## config.mk

```make
export PLATFORM = sky130hd
export DESIGN_NAME = out_fifo
export DESIGN_NICKNAME = d
export VERILOG_FILES = /design/src/rtl/out_fifo.sv
export SDC_FILE = /design/constraint.sdc
export NUM_CORES = 1
export LEC_CHECK = 0
export BUFFER_PORTS_ARGS = -buffer_cell sky130_fd_sc_hd__buf_2
export CAP_MARGIN = 20
export CORE_MARGIN = 3
export CORE_UTILIZATION = 60
export DETAILED_ROUTE_END_ITERATION = 8
export PLACE_DENSITY = 0.91
export SLEW_MARGIN = 20
export SYNTH_ARGS = -nofsm -noshare
export SYNTH_HDL_FRONTEND = slang
export SYNTH_SLANG_ARGS = --single-unit
```

## constraint.sdc

```tcl
create_clock -name clk -period 22.3 [get_ports clk]
set_input_delay 2.23 -clock clk [delete_from_list [all_inputs] [get_ports clk]]
set_output_delay 2.23 -clock clk [all_outputs]
set_load 0.005 [all_outputs]
```

## src/rtl/out_fifo.sv

```systemverilog
// out_fifo: first-word-fall-through output FIFO between a CPU output strobe
// and an external ready/valid sink.
//
// Optional feature: define OUT_FIFO_STATS_EN to add the words_sent counter
// port (32-bit count of pops since reset, unaffected by clear).
//
// Ports
//   clk         system clock, all state updates on rising edge
//   reset       asynchronous active-high reset (pointers, count, flags)
//   out_signal  push request strobe, one push per high cycle
//   out_data    64-bit word pushed with out_signal
//   clear       synchronous flush, wins over push and pop
//   dev_valid   head word available (= !empty)
//   dev_data    head word, read combinationally from storage
//   dev_ready   sink accepts head word when high with dev_valid
//   full        occupancy == DEPTH
//   empty       occupancy == 0
//   count       occupancy 0..DEPTH
//   overflow    sticky: a push was dropped while full
//   words_sent  (OUT_FIFO_STATS_EN only) pops since reset, wraps at 2^32
module out_fifo #(
  parameter int DEPTH = 8,
  parameter int CW    = $clog2(DEPTH) + 1
) (
  input  logic          clk,
  input  logic          reset,
  input  logic          out_signal,
  input  logic [63:0]   out_data,
  input  logic          clear,
  output logic          dev_valid,
  output logic [63:0]   dev_data,
  input  logic          dev_ready,
  output logic          full,
  output logic          empty,
  output logic [CW-1:0] count,
  output logic          overflow
`ifdef OUT_FIFO_STATS_EN
  ,
  output logic [31:0]   words_sent
`endif
);

  localparam int AW     = $clog2(DEPTH);
  localparam int DATA_W = 64;

  logic [DATA_W-1:0] mem [DEPTH];
  logic [AW-1:0]     wr_ptr;
  logic [AW-1:0]     rd_ptr;
  logic [CW-1:0]     count_q;
  logic              overflow_q;
  logic              pop;
  logic              push;

  assign empty     = (count_q == '0);
  assign full      = (count_q == CW'(DEPTH));
  assign dev_valid = !empty;
  assign dev_data  = mem[rd_ptr];
  assign count     = count_q;
  assign overflow  = overflow_q;

  // A pop frees a slot in the same edge, so a full FIFO still accepts a push
  // when the sink is draining it.
  assign pop  = dev_valid && dev_ready;
  assign push = out_signal && (!full || pop);

  // Storage carries no reset; only pointers and count define validity.
  always_ff @(posedge clk) begin
    if (push && !clear) begin
      mem[wr_ptr] <= out_data;
    end
  end

  // Pointers wrap naturally because DEPTH is a power of two.
  always_ff @(posedge clk or posedge reset) begin
    if (reset) begin
      wr_ptr     <= '0;
      rd_ptr     <= '0;
      count_q    <= '0;
      overflow_q <= 1'b0;
    end else if (clear) begin
      wr_ptr     <= '0;
      rd_ptr     <= '0;
      count_q    <= '0;
      overflow_q <= 1'b0;
    end else begin
      if (push) begin
        wr_ptr <= wr_ptr + 1'b1;
      end
      if (pop) begin
        rd_ptr <= rd_ptr + 1'b1;
      end
      case ({push, pop})
        2'b10:   count_q <= count_q + 1'b1;
        2'b01:   count_q <= count_q - 1'b1;
        default: count_q <= count_q;
      endcase
      if (out_signal && !push) begin
        overflow_q <= 1'b1;
      end
    end
  end

`ifdef OUT_FIFO_STATS_EN
  // Clear suppresses the pop, so it never advances this counter.
  always_ff @(posedge clk or posedge reset) begin
    if (reset) begin
      words_sent <= '0;
    end else if (pop && !clear) begin
      words_sent <= words_sent + 1'b1;
    end
  end
`endif

endmodule

```

# After elaboration in Yosys (flattened, before gate mapping)

Memory sizes are Yosys's and may differ from the RTL's.
Cells that the tools add are included.

Word-level logic and storage cells: 36
Register bits after elaboration: 11
Memories kept: 1
Output and inout port bits: 72
Input port bits: 69
Memory bits (writable): 512

Memories:

| name | words | width | read ports | clocked after Yosys merged registers in | wr ports | RTL line | RTL |
|---|---|---|---|---|---|---|---|
| mem  | 8     | 64    | 1          | 0                                       | 1        | 46       | `logic [DATA_W-1:0] mem [DEPTH];` |

Equality and inequality tests: 3
$add $sub $neg: 4
Multiplexer cells: 10
Reduce and logical (&&, ||, !) cells: 14

Operators by type and width:

| kind                                             | count |
|---|---|
| 2-to-1 mux 3 bit                                 | 4 |
| one-hot mux 4 bit (2 select lines)               | 1 |
| adder 3 x 1 -> 3 bit, second input constant      | 2 |
| nonzero test 2 bit                               | 3 |
| adder 4 x 1 -> 4 bit, second input constant      | 1 |
| == test 4 bit, second input constant             | 1 |
| logical AND 1 bit                                | 4 |
| zero test 1 bit                                  | 4 |
| zero test 4 bit                                  | 1 |
| 2-to-1 mux 1 bit                                 | 4 |
| 2-to-1 mux 4 bit                                 | 1 |
| subtractor 4 x 1 -> 4 bit, second input constant | 1 |
| nonzero test 3 bit                               | 1 |
| == test 2 x 1 -> 1 bit, second input constant    | 1 |
| == test 2 bit, second input constant             | 1 |
| logical OR 1 bit                                 | 1 |

# Depth between registers and ports, before layout

Word-level depth: 9
Gate-level depth with buffers: 8
Depth with buffers taken out: 8

# Worst setup path before layout

No wires, ideal clock.

Path kind: input-to-reg
Start point: input port out_signal
End point: memory mem[0][0] (enable)
Data arrival time: 8.896 ns
Setup slack: 12.753 ns
Stages on the path: 4
Path through: buf_2 -> o21ai_1 -> or2_2 -> nor4_1

Longest elaborated chain between the ends: 4

RTL lines:

| item                                   | RTL line | RTL |
|---|---|---|
| from (decl)                            | 27       | `input logic out_signal,` |
| logical AND 1 bit                      | 64       | `assign push = out_signal && (!full \|\| pop);` |
| logical AND 1 bit                      | 68       | `if (push && !clear) begin` |
| 2-to-1 mux 1 bit                       | 68       |  |
| 2-to-1 mux 1 bit (not written as such) | 69       | `mem[wr_ptr] <= out_data;` |
| to (decl)                              | 46       |  |

No other way between the ends.

# Worst setup path after layout

Start point: register rd_ptr[0]
End point: output port dev_data[19]

Longest elaborated chain between the ends: 1

RTL lines:

| item                     | RTL line | RTL |
|---|---|---|
| from (decl)              | 48       | `logic [AW-1:0] rd_ptr;` |
| from (signal assigned)   | 90       | `rd_ptr <= rd_ptr + 1'b1;` |
| memory read (8 x 64 bit) | --       |  |
| to (decl)                | 31       | `output logic [63:0] dev_data,` |

No other way between the ends.

==> flow_metrics.env <==
export IMPL_cts_root_buffer_cell="clkbuf_16"
export IMPL_post_cts_hold_buffer_count=0
export IMPL_synth_compound_area_frac=0.00502
export IMPL_tightestPinTransition_ns=1.01
export IMPL_route_detailed_drc=0
export IMPL_worst_ep_arrival_time_ns=3.50
export IMPL_buffer_ports_inserted=140
export IMPL_grt_setup_unrepaired="false"
export IMPL_place_hpwl_mm=20.0
export IMPL_use_met3=0.0404
export IMPL_clock_tree_buffer_depth=3
export IMPL_element_type_at_the_critical_path_end="output port"
export IMPL_slew_viol_final=0
export IMPL_yosys_area_share_adder=0.00351
export IMPL_worst_r2r_cell_count=5
export IMPL_num_vias=8942
export IMPL_cell_family_with_most_cp_delay="flip-flops"
export IMPL_grt_overflow=0
export IMPL_routed_wirelength_mm=37.4
export IMPL_report_final_setup_viol=0
export IMPL_fp_dieArea_um2=35500
export IMPL_cts_resized_gates=0
export IMPL_syn_nets=896
export IMPL_dominant_combinational_cell_family_by_area_after_synthesis="multiplexers"
export IMPL_total_iterations_of_the_first_detailed_routing_run=5
export IMPL_yosysWarnings=0
export IMPL_worst_path_max_fanout=46
export IMPL_postSynthAreaPerCell_um2=24.3
export IMPL_grt_first_pass_wirelength_mm=58.1
export IMPL_status="finished, final reports clean"
export IMPL_met1_capacity_usage_during_global_routing=0.289
export IMPL_hold_end="overflow$_DFFE_PP0P_"
export IMPL_grt_use_met2=0.371
export IMPL_area_share_of_xor_xnor_cells_in_the_synthesized_design=0.00263
export IMPL_core_area_um2=32600
export IMPL_finalWeightedCongestion=0.731
export IMPL_num_nets_final=1066
export IMPL_seq_area_frac_synth=0.785
export IMPL_tritoncts_num_sinks=523
export IMPL_timing_critical_path_cells="buf_4 > mux4_2 > mux2_2 > buf_2"
export IMPL_fp_dieH_um=188
export IMPL_grtUsageTotal=0.216
export IMPL_antenna_found_initial=4
export IMPL_critical_path_reg2reg_startpoint="count[0]$_DFFE_PP0P_"
export IMPL_critical_path_reg2reg_endpoint="mem[6][39]$_DFFE_PP_"
export IMPL_wl_per_cell_um=25.4
export IMPL_worstPathRequired_ns=20.07
export IMPL_min_from="overflow$_DFFE_PP0P_"
export IMPL_portion_of_netlist_area_occupied_by_mux_cells=0.183
export IMPL_setup_total_negative_slack_ns=0
export IMPL_core_rowCount=66
export IMPL_post_cts_setup_buffer_count=0
export IMPL_via_count_of_the_first_global_routing_pass=9607
export IMPL_drtIter0Drc=730
export IMPL_area_growth_pct=14.1
export IMPL_timing_final_crit_share=0.257
export IMPL_clock_latency_late_sink_ns=0.55
export IMPL_ant_nets=0
export IMPL_syn_instance_count=822
export IMPL_post_synthesis_sequential_element_count=523
export IMPL_leakage_power_total_nw=7.28
export IMPL_clkTransAtPathRegs_ns=0.06
export IMPL_finClkSkew_ns=0.0209
export IMPL_worst_path_buf_inv=2
export IMPL_synth_simple_gate_area_share=0.00841
export IMPL_syn_area_um2=19900
export IMPL_worst_hold_path_type="register to register"
export IMPL_via_per_inst=6.08
export IMPL_setup_reg_to_reg_worst_slack_ns=19.10
export IMPL_vdd_ir_drop_worst_uv=83.7
export IMPL_hold_path_cell_count=2
export IMPL_cp_slowest_cell="dfrtp_4"
export IMPL_grt_busiest_layer="met2"
export IMPL_worst_hold_slack_ns=0.516
export IMPL_ios=141
export IMPL_power_density_cell_area_nw_per_um2=105
export IMPL_final_util=0.698
export IMPL_relSlewSlack=0.329
export IMPL_critical_path_max_stage_delay_ns=0.98
export IMPL_grt_start_max_net_pins=60
export IMPL_report_final_hold_viol_count=0
export IMPL_tmin_final_ns=5.73
export IMPL_worstSetupPathType="register to output port"
export IMPL_timing_max_cap_violations=0
export IMPL_achievable_frequency_mhz=175
export IMPL_critical_path_startpoint_type="register"
export IMPL_initial_core_util=0.611
export IMPL_cts_inserted_buffers=50
export IMPL_clock_tree_from_tritoncts="built"
export IMPL_final_layout_size_suffix_gt1_frac=0.417
export IMPL_die_width_um=188
export IMPL_synth_lib_cells_used_distinct=33
export IMPL_htree_levels=2
==> registers in the layout (all words and copies together) (netlist names) <==
| signal | count |
|---|---|
| overflow | 1 |
| mem | 512 |
| wr_ptr | 3 |
| rd_ptr | 3 |
| count | 4 |
==> report_power, final <==
group	leakage (nW)	internal, mW	switching (mW)
Clock	0.776	0.487	0.333
Sequential	4.77	1.10	0.0410
Combinational	1.74	0.246	0.176
==> cell usage after synthesis <==
cell type / count / share of area
ha_1: 4 / 0.0025
nor3_1: 3 / 0.00075
nor4_1: 3 / 0.00094
a21oi_1: 1 / 0.00025
or2_2: 1 / 0.00031
mux4_2: 128 / 0.14
o311a_1: 1 / 0.00050
nand2_1: 3 / 0.00056
nor2b_1: 1 / 0.00031
edfxtp_1: 512 / 0.77
nand3b_1: 1 / 0.00038
a31oi_1: 2 / 0.00063
buf_2: 5 / 0.0013
buf_1: 10 / 0.0019
o211ai_1: 4 / 0.0015
o21ai_1: 2 / 0.00050
a211oi_2: 1 / 0.00063
nor2_1: 19 / 0.0036
fa_1: 1 / 0.0010
dfrtp_1: 11 / 0.014
mux2i_1: 4 / 0.0020
xnor2_1: 3 / 0.0013
nand2b_1: 3 / 0.00094
mux2_2: 65 / 0.037
a211oi_1: 2 / 0.00075
or3_1: 1 / 0.00031
buf_6: 11 / 0.0062
inv_1: 3 / 0.00056
o21ai_0: 1 / 0.00025
and2_1: 1 / 0.00031
clkbuf_1: 10 / 0.0019
buf_4: 2 / 0.00075
xor2_1: 3 / 0.0013
==> through the flow <==
| stage | power (mW) | std cells | worst slack (ns) | cell area (um2) |
|---|---|---|---|---|
| final | 2.38 | 1471 | 16.57 | 22800 |
| after global routing | 2.48 | 1471 | 16.26 | 22800 |
| after CTS | 2.41 | 1468 | 16.47 | 22800 |
| after detailed placement | 1.59 | 1382 | 17.08 | 21200 |
| after global placement | 1.58 | 1381 | 17.11 | 21100 |
| after floorplan | 1.48 | 822 | 12.75 | 19900 |
==> placed cells by master, fill, tap and decap left out, types with 3 or more instances in the layout <==
cell type and count:
xor2_1 3, clkbuf_1 8, buf_2 140, clkinv_1 12
edfxtp_1 512, clkinv_2 5, mux4_2 128, mux2i_1 4
buf_4 15, nand2_1 3, diode_2 3, clkbuf_16 53
nor2_1 15, o211ai_1 4, bufinv_16 5, inv_1 3
mux2_2 65, nor2_4 4, xnor2_1 3, nand2b_1 3
dfrtp_4 3, ha_1 4, dfrtp_1 8
==> cells by family after synthesis <==
logic type	count (synthesis)
AO/OA/AOI/OAI	14
XOR/XNOR	6
adder cells (fa/ha/maj)	5
buffers and inverters	41
flip-flops	523
multiplexers	197
AND/OR/NAND/NOR	36
==> worst min-delay path, delay by kind of cell, from the launching register on <==
family             cells  cell delay, ns
DFF                    1            0.36
and+or+nand+nor        1            0.07
AOI/OAI and AO/OA      1            0.05
==> routing by layer <==
layer	up-vias	share of wire
met5	-	0.00032
met4	2	0.021
met3	61	0.067
met2	329	0.52
met1	4717	0.39
li1	3833	-
==> worst max path at each step <==
stage                     cells after the start                   from  slack [ns]                  end
final                                         4  rd_ptr[0]$_DFFE_PP0P_       16.57         dev_data[19]
after global routing                          4  rd_ptr[0]$_DFFE_PP0P_       16.26         dev_data[19]
after CTS                                     4  rd_ptr[0]$_DFFE_PP0P_       16.47         dev_data[19]
after detailed placement                      4  rd_ptr[0]$_DFFE_PP0P_       17.08          dev_data[3]
after global placement                        4  rd_ptr[0]$_DFFE_PP0P_       17.11          dev_data[0]
after floorplan                               4             out_signal       12.75  mem[0][0]$_DFFE_PP_
==> cell type report <==
| class | count | area [um2] |
|---|---|---|
| inverters | 3 | 11.3 |
| multi-input cells | 258 | 4100 |
| clock buffers | 61 | 1360 |
| fillers | 1892 | 9850 |
| repair buffers | 156 | 833 |
| diodes | 3 | 7.51 |
| well taps | 442 | 553 |
| clock inverters | 25 | 244 |
| flip-flops and latches | 523 | 15700 |
No activity file was read; power rests on OpenSTA's default activity.
